===== src/rtl/scope_pkg.sv =====
// Shared types and constants for the oscilloscope acquisition path.
// Column/row widths match the 640x480 trace RAM read by the VGA side.
package scope_pkg;

  localparam int X_W      = 10;
  localparam int Y_W      = 9;
  localparam int H_PIXELS = 640;
  localparam int V_MAX    = 479;

  typedef enum logic [2:0] {
    IDLE      = 3'd0,
    PRIME     = 3'd1,
    WAIT_TRIG = 3'd2,
    CAPTURE   = 3'd3,
    HOLDOFF   = 3'd4
  } state_e;

  // Amplitude grows upward, screen rows grow downward; out-of-range samples pin to the top row.
  function automatic logic [Y_W-1:0] sample_to_row(input logic [Y_W-1:0] s,
                                                   input logic [Y_W-1:0] vmax);
    return (s > vmax) ? '0 : (vmax - s);
  endfunction

endpackage


===== src/rtl/scope_capture_if.sv =====
// Sample stream, acquisition controls and trace-RAM write port of scope_capture.
// Inputs are sampled on i_clk; write outputs are registered; dbg_state mirrors the FSM.
interface scope_capture_if;
  import scope_pkg::*;

  logic           i_sample_valid;
  logic [Y_W-1:0] i_sample;
  logic [Y_W-1:0] i_trigger_level;
  logic           i_edge_falling;
  logic [3:0]     i_decim;
  logic           i_arm;
  logic           i_continuous;
  logic           i_auto;
  logic           i_abort;

  logic           o_wr_en;
  logic [X_W-1:0] o_wr_addr;
  logic [Y_W-1:0] o_wr_data;
  logic           o_busy;
  logic           o_triggered;
  logic           o_frame_done;
  state_e         dbg_state;

  modport master (
    output i_sample_valid, i_sample, i_trigger_level, i_edge_falling, i_decim,
           i_arm, i_continuous, i_auto, i_abort,
    input  o_wr_en, o_wr_addr, o_wr_data, o_busy, o_triggered, o_frame_done, dbg_state
  );

  modport slave (
    input  i_sample_valid, i_sample, i_trigger_level, i_edge_falling, i_decim,
           i_arm, i_continuous, i_auto, i_abort,
    output o_wr_en, o_wr_addr, o_wr_data, o_busy, o_triggered, o_frame_done, dbg_state
  );

endinterface


===== src/rtl/scope_capture_edge_detect.sv =====
// Combinational level-crossing compare between two successive samples.
// Equal prev/cur can never hit because one side of each compare is strict.
module edge_detect
  import scope_pkg::*;
(
  input  logic [Y_W-1:0] prev_i,
  input  logic [Y_W-1:0] cur_i,
  input  logic [Y_W-1:0] level_i,
  input  logic           falling_i,
  output logic           hit_o
);

  always_comb begin
    hit_o = 1'b0;
    if (falling_i) begin
      hit_o = (prev_i >= level_i) && (cur_i < level_i);
    end else begin
      hit_o = (prev_i < level_i) && (cur_i >= level_i);
    end
  end

endmodule


===== src/rtl/scope_capture.sv =====
// Trigger/decimate/capture writer: fills one trace line of H_PIXELS columns per trigger.
// Writes land one cycle after the accepted sample; abort and reset drop any pending write.
module scope_capture #(
  parameter int H_PIXELS       = scope_pkg::H_PIXELS,
  parameter int V_MAX          = scope_pkg::V_MAX,
  parameter int HOLDOFF_CYCLES = 1000,
  parameter int AUTO_TIMEOUT   = 4096
) (
  input  logic            i_clk,
  input  logic            i_rst_n,
  scope_capture_if.slave  bus
);
  import scope_pkg::X_W;
  import scope_pkg::Y_W;
  import scope_pkg::state_e;
  import scope_pkg::IDLE;
  import scope_pkg::PRIME;
  import scope_pkg::WAIT_TRIG;
  import scope_pkg::CAPTURE;
  import scope_pkg::HOLDOFF;
  import scope_pkg::sample_to_row;

  localparam int TMO_W = (AUTO_TIMEOUT > 1) ? $clog2(AUTO_TIMEOUT) : 1;
  localparam int HLD_W = (HOLDOFF_CYCLES > 1) ? $clog2(HOLDOFF_CYCLES) : 1;

  localparam logic [X_W-1:0]   X_LAST   = X_W'(H_PIXELS - 1);
  localparam logic [TMO_W-1:0] TMO_LAST = TMO_W'(AUTO_TIMEOUT - 1);
  localparam logic [HLD_W-1:0] HLD_LAST = HLD_W'(HOLDOFF_CYCLES - 1);
  localparam logic [Y_W-1:0]   V_MAX_Y  = Y_W'(V_MAX);

  state_e           state_q,   state_d;
  logic [3:0]       decim_q,   decim_d;
  logic [3:0]       dcnt_q,    dcnt_d;
  logic [X_W-1:0]   x_q,       x_d;
  logic [Y_W-1:0]   prev_q,    prev_d;
  logic [TMO_W-1:0] tmo_q,     tmo_d;
  logic [HLD_W-1:0] hld_q,     hld_d;
  logic             wr_en_q,   wr_en_d;
  logic [X_W-1:0]   wr_addr_q, wr_addr_d;
  logic [Y_W-1:0]   wr_data_q, wr_data_d;
  logic             trig_q,    trig_d;
  logic             done_q,    done_d;

  logic           sampling;
  logic           accept;
  logic           hit;
  logic           fire;
  logic [Y_W-1:0] row;

  edge_detect u_edge_detect (
    .prev_i    (prev_q),
    .cur_i     (bus.i_sample),
    .level_i   (bus.i_trigger_level),
    .falling_i (bus.i_edge_falling),
    .hit_o     (hit)
  );

  // The decimator only runs while samples matter; HOLDOFF and IDLE ignore the stream.
  assign sampling = (state_q == PRIME) || (state_q == WAIT_TRIG) || (state_q == CAPTURE);
  assign accept   = sampling && bus.i_sample_valid && (dcnt_q == '0);
  assign fire     = hit || (bus.i_auto && (tmo_q == TMO_LAST));
  assign row      = sample_to_row(bus.i_sample, V_MAX_Y);

  always_comb begin
    state_d   = state_q;
    decim_d   = decim_q;
    dcnt_d    = dcnt_q;
    x_d       = x_q;
    prev_d    = prev_q;
    tmo_d     = tmo_q;
    hld_d     = hld_q;
    wr_en_d   = 1'b0;
    wr_addr_d = wr_addr_q;
    wr_data_d = wr_data_q;
    trig_d    = 1'b0;
    done_d    = 1'b0;

    if (sampling && bus.i_sample_valid) begin
      dcnt_d = (dcnt_q == '0) ? decim_q : (dcnt_q - 4'd1);
    end

    unique case (state_q)
      IDLE: begin
        if (bus.i_arm) begin
          decim_d = bus.i_decim;
          dcnt_d  = '0;
          tmo_d   = '0;
          x_d     = '0;
          state_d = PRIME;
        end
      end
      PRIME: begin
        if (accept) begin
          prev_d  = bus.i_sample;
          tmo_d   = '0;
          state_d = WAIT_TRIG;
        end
      end
      WAIT_TRIG: begin
        if (accept) begin
          prev_d = bus.i_sample;
          if (fire) begin
            wr_en_d   = 1'b1;
            wr_addr_d = '0;
            wr_data_d = row;
            trig_d    = 1'b1;
            x_d       = X_W'(1);
            state_d   = CAPTURE;
          end else if (tmo_q != TMO_LAST) begin
            tmo_d = tmo_q + 1'b1;
          end
        end
      end
      CAPTURE: begin
        if (accept) begin
          wr_en_d   = 1'b1;
          wr_addr_d = x_q;
          wr_data_d = row;
          if (x_q == X_LAST) begin
            done_d  = 1'b1;
            x_d     = '0;
            hld_d   = '0;
            state_d = bus.i_continuous ? HOLDOFF : IDLE;
          end else begin
            x_d = x_q + 1'b1;
          end
        end
      end
      HOLDOFF: begin
        // Re-prime with a fresh decimation phase; the latched ratio is kept.
        if (hld_q == HLD_LAST) begin
          hld_d   = '0;
          dcnt_d  = '0;
          tmo_d   = '0;
          state_d = PRIME;
        end else begin
          hld_d = hld_q + 1'b1;
        end
      end
      default: state_d = IDLE;
    endcase

    if (bus.i_abort) begin
      state_d = IDLE;
      wr_en_d = 1'b0;
      trig_d  = 1'b0;
      done_d  = 1'b0;
    end
  end

  always_ff @(posedge i_clk) begin
    if (!i_rst_n) begin
      state_q   <= IDLE;
      decim_q   <= '0;
      dcnt_q    <= '0;
      x_q       <= '0;
      prev_q    <= '0;
      tmo_q     <= '0;
      hld_q     <= '0;
      wr_en_q   <= 1'b0;
      wr_addr_q <= '0;
      wr_data_q <= '0;
      trig_q    <= 1'b0;
      done_q    <= 1'b0;
    end else begin
      state_q   <= state_d;
      decim_q   <= decim_d;
      dcnt_q    <= dcnt_d;
      x_q       <= x_d;
      prev_q    <= prev_d;
      tmo_q     <= tmo_d;
      hld_q     <= hld_d;
      wr_en_q   <= wr_en_d;
      wr_addr_q <= wr_addr_d;
      wr_data_q <= wr_data_d;
      trig_q    <= trig_d;
      done_q    <= done_d;
    end
  end

  assign bus.o_wr_en      = wr_en_q;
  assign bus.o_wr_addr    = wr_addr_q;
  assign bus.o_wr_data    = wr_data_q;
  assign bus.o_triggered  = trig_q;
  assign bus.o_frame_done = done_q;
  assign bus.o_busy       = (state_q != IDLE);
  assign bus.dbg_state    = state_q;

endmodule


===== src/flat_wrapper.sv =====
// flat-port wrapper written by rule: the top's interface ports become plain ports
module scope_capture_flat import scope_pkg::X_W; import scope_pkg::Y_W; import scope_pkg::state_e; import scope_pkg::IDLE; import scope_pkg::PRIME; import scope_pkg::WAIT_TRIG; import scope_pkg::CAPTURE; import scope_pkg::HOLDOFF; import scope_pkg::sample_to_row;
#(
  parameter int H_PIXELS       = scope_pkg::H_PIXELS,
  parameter int V_MAX          = scope_pkg::V_MAX,
  parameter int HOLDOFF_CYCLES = 1000,
  parameter int AUTO_TIMEOUT   = 4096
)
  (i_clk, i_rst_n, bus_i_sample_valid, bus_i_sample, bus_i_trigger_level, bus_i_edge_falling, bus_i_decim, bus_i_arm, bus_i_continuous, bus_i_auto, bus_i_abort, bus_o_wr_en, bus_o_wr_addr, bus_o_wr_data, bus_o_busy, bus_o_triggered, bus_o_frame_done, bus_dbg_state);
  scope_capture_if bus_i ();
  input  logic i_clk;
  input  logic i_rst_n;
  input wire logic [$bits(bus_i.i_sample_valid)-1:0] bus_i_sample_valid;
  input wire logic [$bits(bus_i.i_sample)-1:0] bus_i_sample;
  input wire logic [$bits(bus_i.i_trigger_level)-1:0] bus_i_trigger_level;
  input wire logic [$bits(bus_i.i_edge_falling)-1:0] bus_i_edge_falling;
  input wire logic [$bits(bus_i.i_decim)-1:0] bus_i_decim;
  input wire logic [$bits(bus_i.i_arm)-1:0] bus_i_arm;
  input wire logic [$bits(bus_i.i_continuous)-1:0] bus_i_continuous;
  input wire logic [$bits(bus_i.i_auto)-1:0] bus_i_auto;
  input wire logic [$bits(bus_i.i_abort)-1:0] bus_i_abort;
  output wire logic [$bits(bus_i.o_wr_en)-1:0] bus_o_wr_en;
  output wire logic [$bits(bus_i.o_wr_addr)-1:0] bus_o_wr_addr;
  output wire logic [$bits(bus_i.o_wr_data)-1:0] bus_o_wr_data;
  output wire logic [$bits(bus_i.o_busy)-1:0] bus_o_busy;
  output wire logic [$bits(bus_i.o_triggered)-1:0] bus_o_triggered;
  output wire logic [$bits(bus_i.o_frame_done)-1:0] bus_o_frame_done;
  output wire logic [$bits(bus_i.dbg_state)-1:0] bus_dbg_state;
  assign bus_i.i_sample_valid = bus_i_sample_valid;
  assign bus_i.i_sample = bus_i_sample;
  assign bus_i.i_trigger_level = bus_i_trigger_level;
  assign bus_i.i_edge_falling = bus_i_edge_falling;
  assign bus_i.i_decim = bus_i_decim;
  assign bus_i.i_arm = bus_i_arm;
  assign bus_i.i_continuous = bus_i_continuous;
  assign bus_i.i_auto = bus_i_auto;
  assign bus_i.i_abort = bus_i_abort;
  assign bus_o_wr_en = bus_i.o_wr_en;
  assign bus_o_wr_addr = bus_i.o_wr_addr;
  assign bus_o_wr_data = bus_i.o_wr_data;
  assign bus_o_busy = bus_i.o_busy;
  assign bus_o_triggered = bus_i.o_triggered;
  assign bus_o_frame_done = bus_i.o_frame_done;
  assign bus_dbg_state = bus_i.dbg_state;
  scope_capture #(.H_PIXELS(H_PIXELS), .V_MAX(V_MAX), .HOLDOFF_CYCLES(HOLDOFF_CYCLES), .AUTO_TIMEOUT(AUTO_TIMEOUT)) u_core (.i_clk(i_clk), .i_rst_n(i_rst_n), .bus(bus_i));
endmodule

===== config.mk =====
export PLATFORM = sky130hd
export DESIGN_NAME = scope_capture_flat
export DESIGN_NICKNAME = d
export VERILOG_FILES = /design/src/rtl/scope_pkg.sv /design/src/rtl/scope_capture_if.sv /design/src/rtl/scope_capture_edge_detect.sv /design/src/rtl/scope_capture.sv /design/src/flat_wrapper.sv
export SDC_FILE = /design/constraint.sdc
export NUM_CORES = 1
export LEC_CHECK = 0
export CAP_MARGIN = 20
export CORE_ASPECT_RATIO = 0.75
export CORE_MARGIN = 5
export CORE_UTILIZATION = 45
export CTS_CLUSTER_DIAMETER = 100
export DETAILED_ROUTE_END_ITERATION = 12
export MAX_ROUTING_LAYER = met4
export PLACE_DENSITY = 0.69
export SLEW_MARGIN = 20
export SYNTH_ARGS = -nofsm -noshare
export SYNTH_HDL_FRONTEND = slang
export SYNTH_SLANG_ARGS = --single-unit
export TNS_END_PERCENT = 20

===== constraint.sdc =====
create_clock -name i_clk -period 2.9 [get_ports i_clk]
set_clock_uncertainty 0.1 [all_clocks]
set_input_delay 0.58 -clock i_clk [delete_from_list [all_inputs] [get_ports i_clk]]
set_output_delay 0.58 -clock i_clk [all_outputs]
set_load 0.05 [all_outputs]

==> out/metrics.csv <==
stage,metric,value,unit
drt,Via Count,3575,
timing,final worst slack,39.11,ps
drt,Post-route DRC,0,
timing,final hold vios,0,
power,Logic pwr share,0.100,
worst_setup_path,crit path launch,bus_i_trigger_level[4],
logic_synthesis,synth warn,0,
worst_setup_path,startpoint types,input port,
timing,Peak Freq,349.5,MHz
power,switch share,0.2338,
outcome,status,"complete, no violations",
floorplanning,Die Span Y,89.83,µm
clock_network,worst-case clock buffer depth,2,
logic_synthesis,register area share after synthesis,0.3874,
drt,WL per Instance,15.70,µm
worst_setup_path,worst path arrival time,3010,ps
worst_setup_path,Critical R2R Launch,u_core.dcnt_q[0],
floorplanning,Die Wd,116.4,µm
place,dpl hpwl,7.195,mm
grt,Total GRT Usage,0.1915,
run,Max-Cap Viols,0,
timing,RSZ-0062 raised after global routing,yes,
timing,relative slew slack,0.6133,
timing,minimum clock period,2861,ps
drt,DRT iter0 DRCs,264,
logic_synthesis,number of flops mapped to enable cells by yosys,0,
place,PortBufs,55,
power,VDD IR-drop max,0.3396,mV
worst_setup_path,Worst Path Required,3050,ps
grt,grt total ovfl,0,
grt,largest net degree at the start of global routing,24,
grt,antenna violations before repair,0,
logic_synthesis,Yosys reg bits,74,
final_layout,Nets,579,
final_layout,share of cells above drive strength 1,0.1550,
clock_network,hold_buf cts,0,
logic_synthesis,syn avg cell area,8.573,µm²
floorplanning,Core Box Area,8382,µm²
drt,DRT Pass-1 Iters,5,
worst_setup_path,Crit. End Element,flop,
worst_setup_path,R2R setup slack,390,ps
min_path,hold_sp,u_core.bus.o_wr_data[5],
power,clock power share,0.438,
floorplanning,num rows,29,
power,sequential share of power,0.462,
power,P_sw,523.3,µW
power,P_leak,0.002030,µW
timing,TNS Setup,0,ps
logic_synthesis,ys flop type,dfxtp_1,
power,internal power,1715,µW
timing,actual slew at the worst max-slew pin,578.5,ps
power,post-route total power,2238,µW
logic_synthesis,Cells after Synth,446,
final_layout,final cell count without fillers,637,
drt,routed vias/inst,5.612,
timing,Final Cycle Share,0.9865,
grt,first-pass GRT wire length,15.58,mm
timing,Final Max Slew Viols,0,
place,placed cell count,620,
logic_synthesis,mapped cell area,3824,µm²
clock_network,Sink Count,74,
final_layout,synthesis-to-layout area growth,32.10,%
worst_setup_path,R2R cell count,9,
clock_network,CTS tree,done,
logic_synthesis,Cell variety after synth,62,
clock_network,Clock transition at path regs,60,ps
clock_network,CTS Root Cell,clkbuf_16,
timing,Final setup viols,0,
floorplanning,# IOs,56,
worst_setup_path,WS Path Type,in2reg,
power,power per cell area,443.1,nW/µm²
floorplanning,Initial Util,0.4562,
min_path,Hold Path Cell Cnt,2,
clock_network,TritonCTS Buffers,9,
drt,post-route ant nets,0,
clock_network,H-tree levels,3,
clock_network,clk_lat worst skew,330,ps
logic_synthesis,Mapped Nets,499,
logic_synthesis,Post-synth ARST share,0,
place,Place WS,-445.8,ps
grt,vias in the first global route,3267,
place,Final GP Congestion,0.8651,
worst_setup_path,"Max FO, Critical Path",5,
final_layout,diode count,0,
min_path,worst min path class,reg2reg,
floorplanning,die area,10460,µm²
drt,Routed WL,10.00,mm
## routing by layer
| metal | wire [µm] | up-vias | track usage |
|---|---|---|---|
| met5 | 0 | - | - |
| met4 | 249 | 0 | 0.06763 |
| met3 | 620 | 20 | 0.04899 |
| met2 | 4613 | 114 | 0.2762 |
| met1 | 4517 | 1662 | 0.2592 |
| li1 | - | 1779 | - |
## cells by family (layout without fill, tap and decap cells)
logic type / count (synthesis) / in the layout / synth area share
simple gates: 187 / 189 / 0.2487
compound gates: 95 / 95 / 0.1711
flops: 74 / 74 / 0.3874
buf+inv: 38 / 119 / 0.04450
fa+ha+maj: 23 / 23 / 0.07526
mux: 20 / 20 / 0.05236
xor+xnor: 9 / 9 / 0.02062
## cells in the mapped netlist (all sizes together), types with 10 or more instances
cell,n,area share
inv,22,0.022
nor2,58,0.057
dfxtp,74,0.39
nand2,36,0.036
ha,23,0.075
a22o,10,0.023
o31ai,15,0.032
and3,11,0.019
mux2i,20,0.052
a31oi,11,0.018
o21ai,26,0.035
a21oi,16,0.021
nand3,38,0.051
## cell type report
cell class	instances	area [µm²]
clock buffer	10	239.0
sequential	74	1481
inverter	23	86.33
clock inverter	4	20.02
timing repair buffer	82	762.0
multi-input combinational	336	2327
fill	731	3331
tap	108	135.1
## power groups by stage
stage | Sequential [µW] | Clock, µW | Combinational, µW
after floorplan | 1050 | 0 | 103
after CTS | 1030 | 1000 | 207
after detailed placement | 1060 | 0 | 205
after global placement | 1050 | 0 | 199
after global routing | 1030 | 1050 | 245
final | 1030 | 981 | 223
## cell usage in the layout, fill, tap and decap left out, types with 11 or more instances in the layout
cell and count:
inv_1 16, mux2i_1 20, o21ai_1 14, ha_1 18
a31oi_1 11, nand2_1 35, clkdlybuf4s50_1 53, nand3_1 36
a21oi_1 13, dfxtp_1 74, buf_4 26, nor2_1 57
## registers in the layout (all words and copies together), names as in the netlist
name,count
u_core.tmo_q,12
u_core.prev_q,9
u_core.dcnt_q,4
u_core.bus.o_wr_addr,10
u_core.x_q,10
u_core.bus.o_wr_data,9
u_core.decim_q,4
u_core.bus.o_triggered,1
u_core.hld_q,10
u_core.bus.dbg_state,3
u_core.bus.o_frame_done,1
u_core.bus.o_wr_en,1
## per-stage QoR
stage	hold slack, ps	utilization	instance area [µm²]
floorplan	343.8	-	3824
global placement	343.2	0.5513	4621
detailed placement	350.1	0.5513	4621
CTS	357.6	0.5834	4890
global route	372.5	0.6026	5051
finish	352.1	0.6026	5051
## worst paths after layout
| kind | end |
|---|---|
| setup / recovery | u_core.tmo_q[11] |
| hold / removal | u_core.bus.o_wr_data[5] |
| setup reg to reg | u_core.tmo_q[11] |
| hold reg to reg | u_core.bus.o_wr_data[5] |
## critical path: stages
cell             delay, ps
clkdlybuf4s50_1        480
inv_2                   60
ha_4                   250
a21oi_2                130
nor2_1                  60
a2111o_1               390
buf_4                  150
o2111ai_4              220
nand3_2                130
or2_2                  360
o31ai_1                190
## what timing repair did
item                                    in CTS  in global routing
endpoints found under the setup margin      23                 40
gates resized for setup                      3                 28
gates cloned                                 0                  2
pin swaps                                    1                 12
setup buffers                                0                  1
No activity file was read; power rests on OpenSTA's default activity.
==> edit 1 (config.mk and constraints unchanged) <==
`AUTO_TIMEOUT` is set to 4096 in 2 places; all go to 2048.
--- a/src/rtl/scope_capture.sv
+++ b/src/rtl/scope_capture.sv
@@ -4,7 +4,7 @@
   parameter int H_PIXELS       = scope_pkg::H_PIXELS,
   parameter int V_MAX          = scope_pkg::V_MAX,
   parameter int HOLDOFF_CYCLES = 1000,
-  parameter int AUTO_TIMEOUT   = 4096
+  parameter int AUTO_TIMEOUT   = 2048
 ) (
   input  logic            i_clk,
   input  logic            i_rst_n,
--- a/src/flat_wrapper.sv
+++ b/src/flat_wrapper.sv
@@ -4,7 +4,7 @@
   parameter int H_PIXELS       = scope_pkg::H_PIXELS,
   parameter int V_MAX          = scope_pkg::V_MAX,
   parameter int HOLDOFF_CYCLES = 1000,
-  parameter int AUTO_TIMEOUT   = 4096
+  parameter int AUTO_TIMEOUT   = 2048
 )
   (i_clk, i_rst_n, bus_i_sample_valid, bus_i_sample, bus_i_trigger_level, bus_i_edge_falling, bus_i_decim, bus_i_arm, bus_i_continuous, bus_i_auto, bus_i_abort, bus_o_wr_en, bus_o_wr_addr, bus_o_wr_data, bus_o_busy, bus_o_triggered, bus_o_frame_done, bus_dbg_state);
   scope_capture_if bus_i ();
Behaviour: same outputs for any inputs over 4 cycles, from zero or initial values and one cycle with i_rst_n low; that may be too few to reach the edited logic, so the function may still have changed.
==> edit 1 against the original RTL <==
The flow now finishes with violations (setup timing); final cell count decreased by 1.1%; worst setup slack got worse by 54 ps; sequential cell count fell by 1; area after synthesis fell by 2.1%; total power decreased by 8.7%; register-to-register slack lost 190 ps; wire length grew 0.86%; final area decreased by 0.57%; critical path type unchanged.
==> edit 1: results (changes against the original RTL) <==
[run_status]
status = finished, violations left
violations = setup timing

[placement]
place_area_um2 = 4590  ; -0.68%
gp_congestion = 0.884  ; +2.2%
dp.cells = 612  ; -1.3%
pre_cts_ws_ps = -757  ; -311 ps
hpwl_um = 7230  ; +0.48%

[synthesis]
synthDistinctLibCells = 49  ; -21%
synth_common_cells = dfxtp_1 (73), nor2_1 (42), a21oi_1 (30), nand3_1 (25), inv_1 (24)
synth.cell_area_um2 = 3740  ; -2.1%
synth-seq-area-share_pct = 39.0  ; +0.28 points
yosys-top-cells-area = dfxtp_1 (39%), ha_1 (7.7%), mux2i_1 (4.5%), nor2_1 (4.2%), a21oi_1 (4.0%)
syn-num-nets = 493  ; -1.2%
netlist.area_leader.share_pct = 39.0  ; +0.28 points
syn_inst = 440  ; -1.3%

[global_route]
grt_pass1_vias = 3484  ; +6.6%
grt_max_degree = 20  ; -17%
grt_pass1_wl_um = 16100  ; +3.6%
antenna_found_initial = 0  ; unchanged
met2_usage_pct = 32.4  ; +4.7 points
grt.total_usage_pct = 20.4  ; +1.3 points
grt_util_met3_pct = 5.14  ; +0.24 points
use_met1_pct = 26.3  ; +0.37 points

[timing]
max-slew-margin-rel_pct = 55.1  ; -6.3 points
setup_slack_ps = -14.5  ; -53.7 ps
setup_viol = 3  ; +3
tns_ps = -30.8  ; -30.8 ps

[clock_tree]
numCtsBuffers = 9  ; unchanged
cts_root_buf = clkbuf_8
clk_latency_ps = 360  ; +30 ps
clk_pin_slew_ps = 80  ; +20 ps

[routing]
wl_per_cell_um = 16.0  ; +2.0%
wl_met2_um = 4470  ; -3.1%
vias = 3645  ; +2.0%
viasPerCell = 5.79  ; +3.1%
drt_iter0_markers = 214  ; -19%
wl_met3_um = 629  ; +1.5%
wl_met1_um = 4810  ; +6.6%

[critical_path]
cp_max_fo = 8  ; +3
path_delay_family = simple AND/OR/NAND/NOR gates
crit_slowest_cell = or4_1
crit_arrival_ps = 3100  ; +90 ps
slowest_delay_ps = 500  ; +20 ps

[final_layout]
layout.nets = 573  ; -1.0%
drive_gt1_share_pct = 17.0  ; +1.5 points
largest_reg_flops = 11  ; -1
num_antenna_cells = 0  ; unchanged
fillers = 676  ; -7.5%

[power_and_ir_drop]
vdd_drop_max_mv = 0.314  ; -7.5%
leakagePower_nw = 1.97  ; -3.1%

edit 1: cell count changes after synthesis, sizes merged, moves of 5 or more:
cell,change
a21oi,+14
clkbuf,+8
nand2,-16
nand3,-13
nor2,-16
nor2b,+7
nor4,+6
o21ai,-6
o31ai,-8
or4,+5
edit 1: cell families (layout without fill, tap and decap cells):
family	count (synthesis)	in the layout	synth area share, %
AOI/OAI and AO/OA	104	104	17.9
xor gates and xnor gates	10	10	2.34
adders and majority gates	23	23	7.68
buffers and inverters	44	129	4.58
DFF	73	73	39.0
muxes	18	18	4.84
and+or+nand+nor	168	168	23.7
edit 1: layout make-up:
| class | count | area [um^2] | share of cell area (%) |
|---|---|---|---|
| clock buffers | 11 | 141 | 2.82 |
| clock inverters | 5 | 53.8 | 1.07 |
| inverters | 25 | 93.8 | 1.87 |
| multi-input cells | 323 | 2330 | 46.4 |
| flip-flops and latches | 73 | 1460 | 29.1 |
| well taps | 105 | 131 | 2.62 |
| repair buffers | 88 | 812 | 16.2 |
edit 1: final timing paths:
check             depth (start not counted)  slack (ps)               startpoint                       to
setup / recovery                          9         -10          bus_i_sample[3]          u_core.tmo_q[5]
setup reg to reg                          8         200         u_core.prev_q[8]          u_core.tmo_q[5]
hold reg to reg                           2         380  u_core.bus.o_wr_data[4]  u_core.bus.o_wr_data[4]
hold / removal                            2         380  u_core.bus.o_wr_data[4]  u_core.bus.o_wr_data[4]
edit 1: where the power goes:
group	leakage, nW	total, mW	switching (mW)	internal [mW]
Clock	0.103	0.799	0.379	0.420
Sequential	0.589	1.01	0.00565	1.01
Combinational	1.27	0.232	0.121	0.110
Total	1.97	2.04	0.506	1.54
edit 1: what timing repair did:
item | in CTS | in global routing
setup buffers | 1 | 1
cloned | 0 | 0
pin swaps | 14 | 19
resized for setup | 35 | 19
endpoints found under the setup margin | 39 | 20
==> edit 2 (same settings) <==
Made on the original files. Make the reset (`i_rst_n`) asynchronous in one clocked block.
--- a/src/rtl/scope_capture.sv
+++ b/src/rtl/scope_capture.sv
@@ -148,7 +148,7 @@
     end
   end
 
-  always_ff @(posedge i_clk) begin
+  always_ff @(posedge i_clk or negedge i_rst_n) begin
     if (!i_rst_n) begin
       state_q   <= IDLE;
       decim_q   <= '0;
Behaviour: differs if i_rst_n is asserted again (counterexample within 4 cycles, from zero or initial values and one cycle with i_rst_n low); with i_rst_n held inactive, the same outputs for 4 cycles.
==> edit 2 against the original RTL <==
Die area up 11%; final cell count rose by 4.1%; global-route usage increased by 2.6 points; final area increased by 16%; wire length is 16% higher; worst hold slack lost 70 ps; worst setup slack gained 15 ps; sequential cell count unchanged; via count rose by 7.1%; area after synthesis up 12%; fmax is 0.53% higher.
Power is not compared: it rests on default switching activity, and its combinational part moved more than twofold at a synthesized area within 25%.
==> edit 2: results (changes against the original RTL) <==
[global_route]
grt_max_degree = 75  ; +210%
grt.total_usage_pct = 21.7  ; +2.6 points
grt_util_met3_pct = 5.15  ; +0.25 points
grt_pass1_wl_um = 19300  ; +24%
use_met1_pct = 28.3  ; +2.4 points
met2_usage_pct = 32.8  ; +5.2 points

[final_layout]
layout.nets = 583  ; +0.69%
drive_gt1_share_pct = 25.4  ; +9.9 points

[clock_tree]
cts_setup_buffers = 7  ; +7

[run_status]
status = completed

[timing]
worst_hold_slack_ps = 282  ; -70.5 ps
max-slew-margin-rel_pct = 37.9  ; -23 points
setup_slack_ps = 54.3  ; +15.2 ps

[critical_path]
slowest_delay_ps = 310  ; -170 ps
ff2ff_setup_slack_ps = 180  ; -210 ps
crit_slowest_cell = a211o_1
worstRegToRegCells = 12  ; +3
crit_arrival_ps = 2970  ; -40 ps

[routing]
vias = 3830  ; +7.1%
drt_pass1_iterations = 4  ; -1
wl_met2_um = 5500  ; +19%
drt_wl_total_um = 11600  ; +16%
wl_met1_um = 5310  ; +17%
viasPerCell = 5.78  ; +2.9%

[synthesis]
synth_mux_area_share_pct = 7.24  ; +2.0 points
synth_ff_type = dfrtp_1
synth_xor_area_share_pct = 0.204  ; -1.9 points
yosys-top-cells-area = dfrtp_1 (43%), ha_1 (6.7%), mux2_4 (3.2%), nor2_1 (3.2%), mux2_2 (3.2%)
syn-num-nets = 488  ; -2.2%
synthAdderAreaFrac_pct = 6.72  ; -0.81 points

[placement]
dp.cells = 640  ; +3.2%
hpwl_um = 7650  ; +6.3%
gp_congestion = 0.875  ; +1.1%
place_area_um2 = 5220  ; +13%

[min_path]
hp-class = primary input to asynchronous set/reset pin

==> edit 2: changes by cell type after synthesis, sizes merged, moves of 6 or more <==
cell | before | now
o31ai | 15 | 5
nand3 | 38 | 17
or3 | 3 | 12
xor2 | 6 | 0
a32oi | 0 | 6
dfrtp | 0 | 74
mux2i | 20 | 4
o211ai | 0 | 8
nor2 | 58 | 39
a41oi | 1 | 7
mux2 | 0 | 21
dfxtp | 74 | 0
==> edit 2: power groups by stage <==
| stage | Combinational [mW] | Clock, mW | Sequential (mW) |
|---|---|---|---|
| after floorplan | 1.01 | 0 | 1.63 |
| after global placement | 1.68 | 0 | 1.51 |
| after detailed placement | 1.74 | 0 | 1.52 |
| after CTS | 1.89 | 1.22 | 1.52 |
| after global routing | 2.10 | 1.27 | 1.56 |
| final | 1.93 | 1.20 | 1.53 |
==> edit 2: cell type report <==
class	count	area, um^2
tap	128	160
fill	746	3290
multi-input combinational	320	2480
sequential	74	1850
clock buffer	11	243
timing repair buffer	104	975
clock inverter	5	77.6
inverter	21	78.8
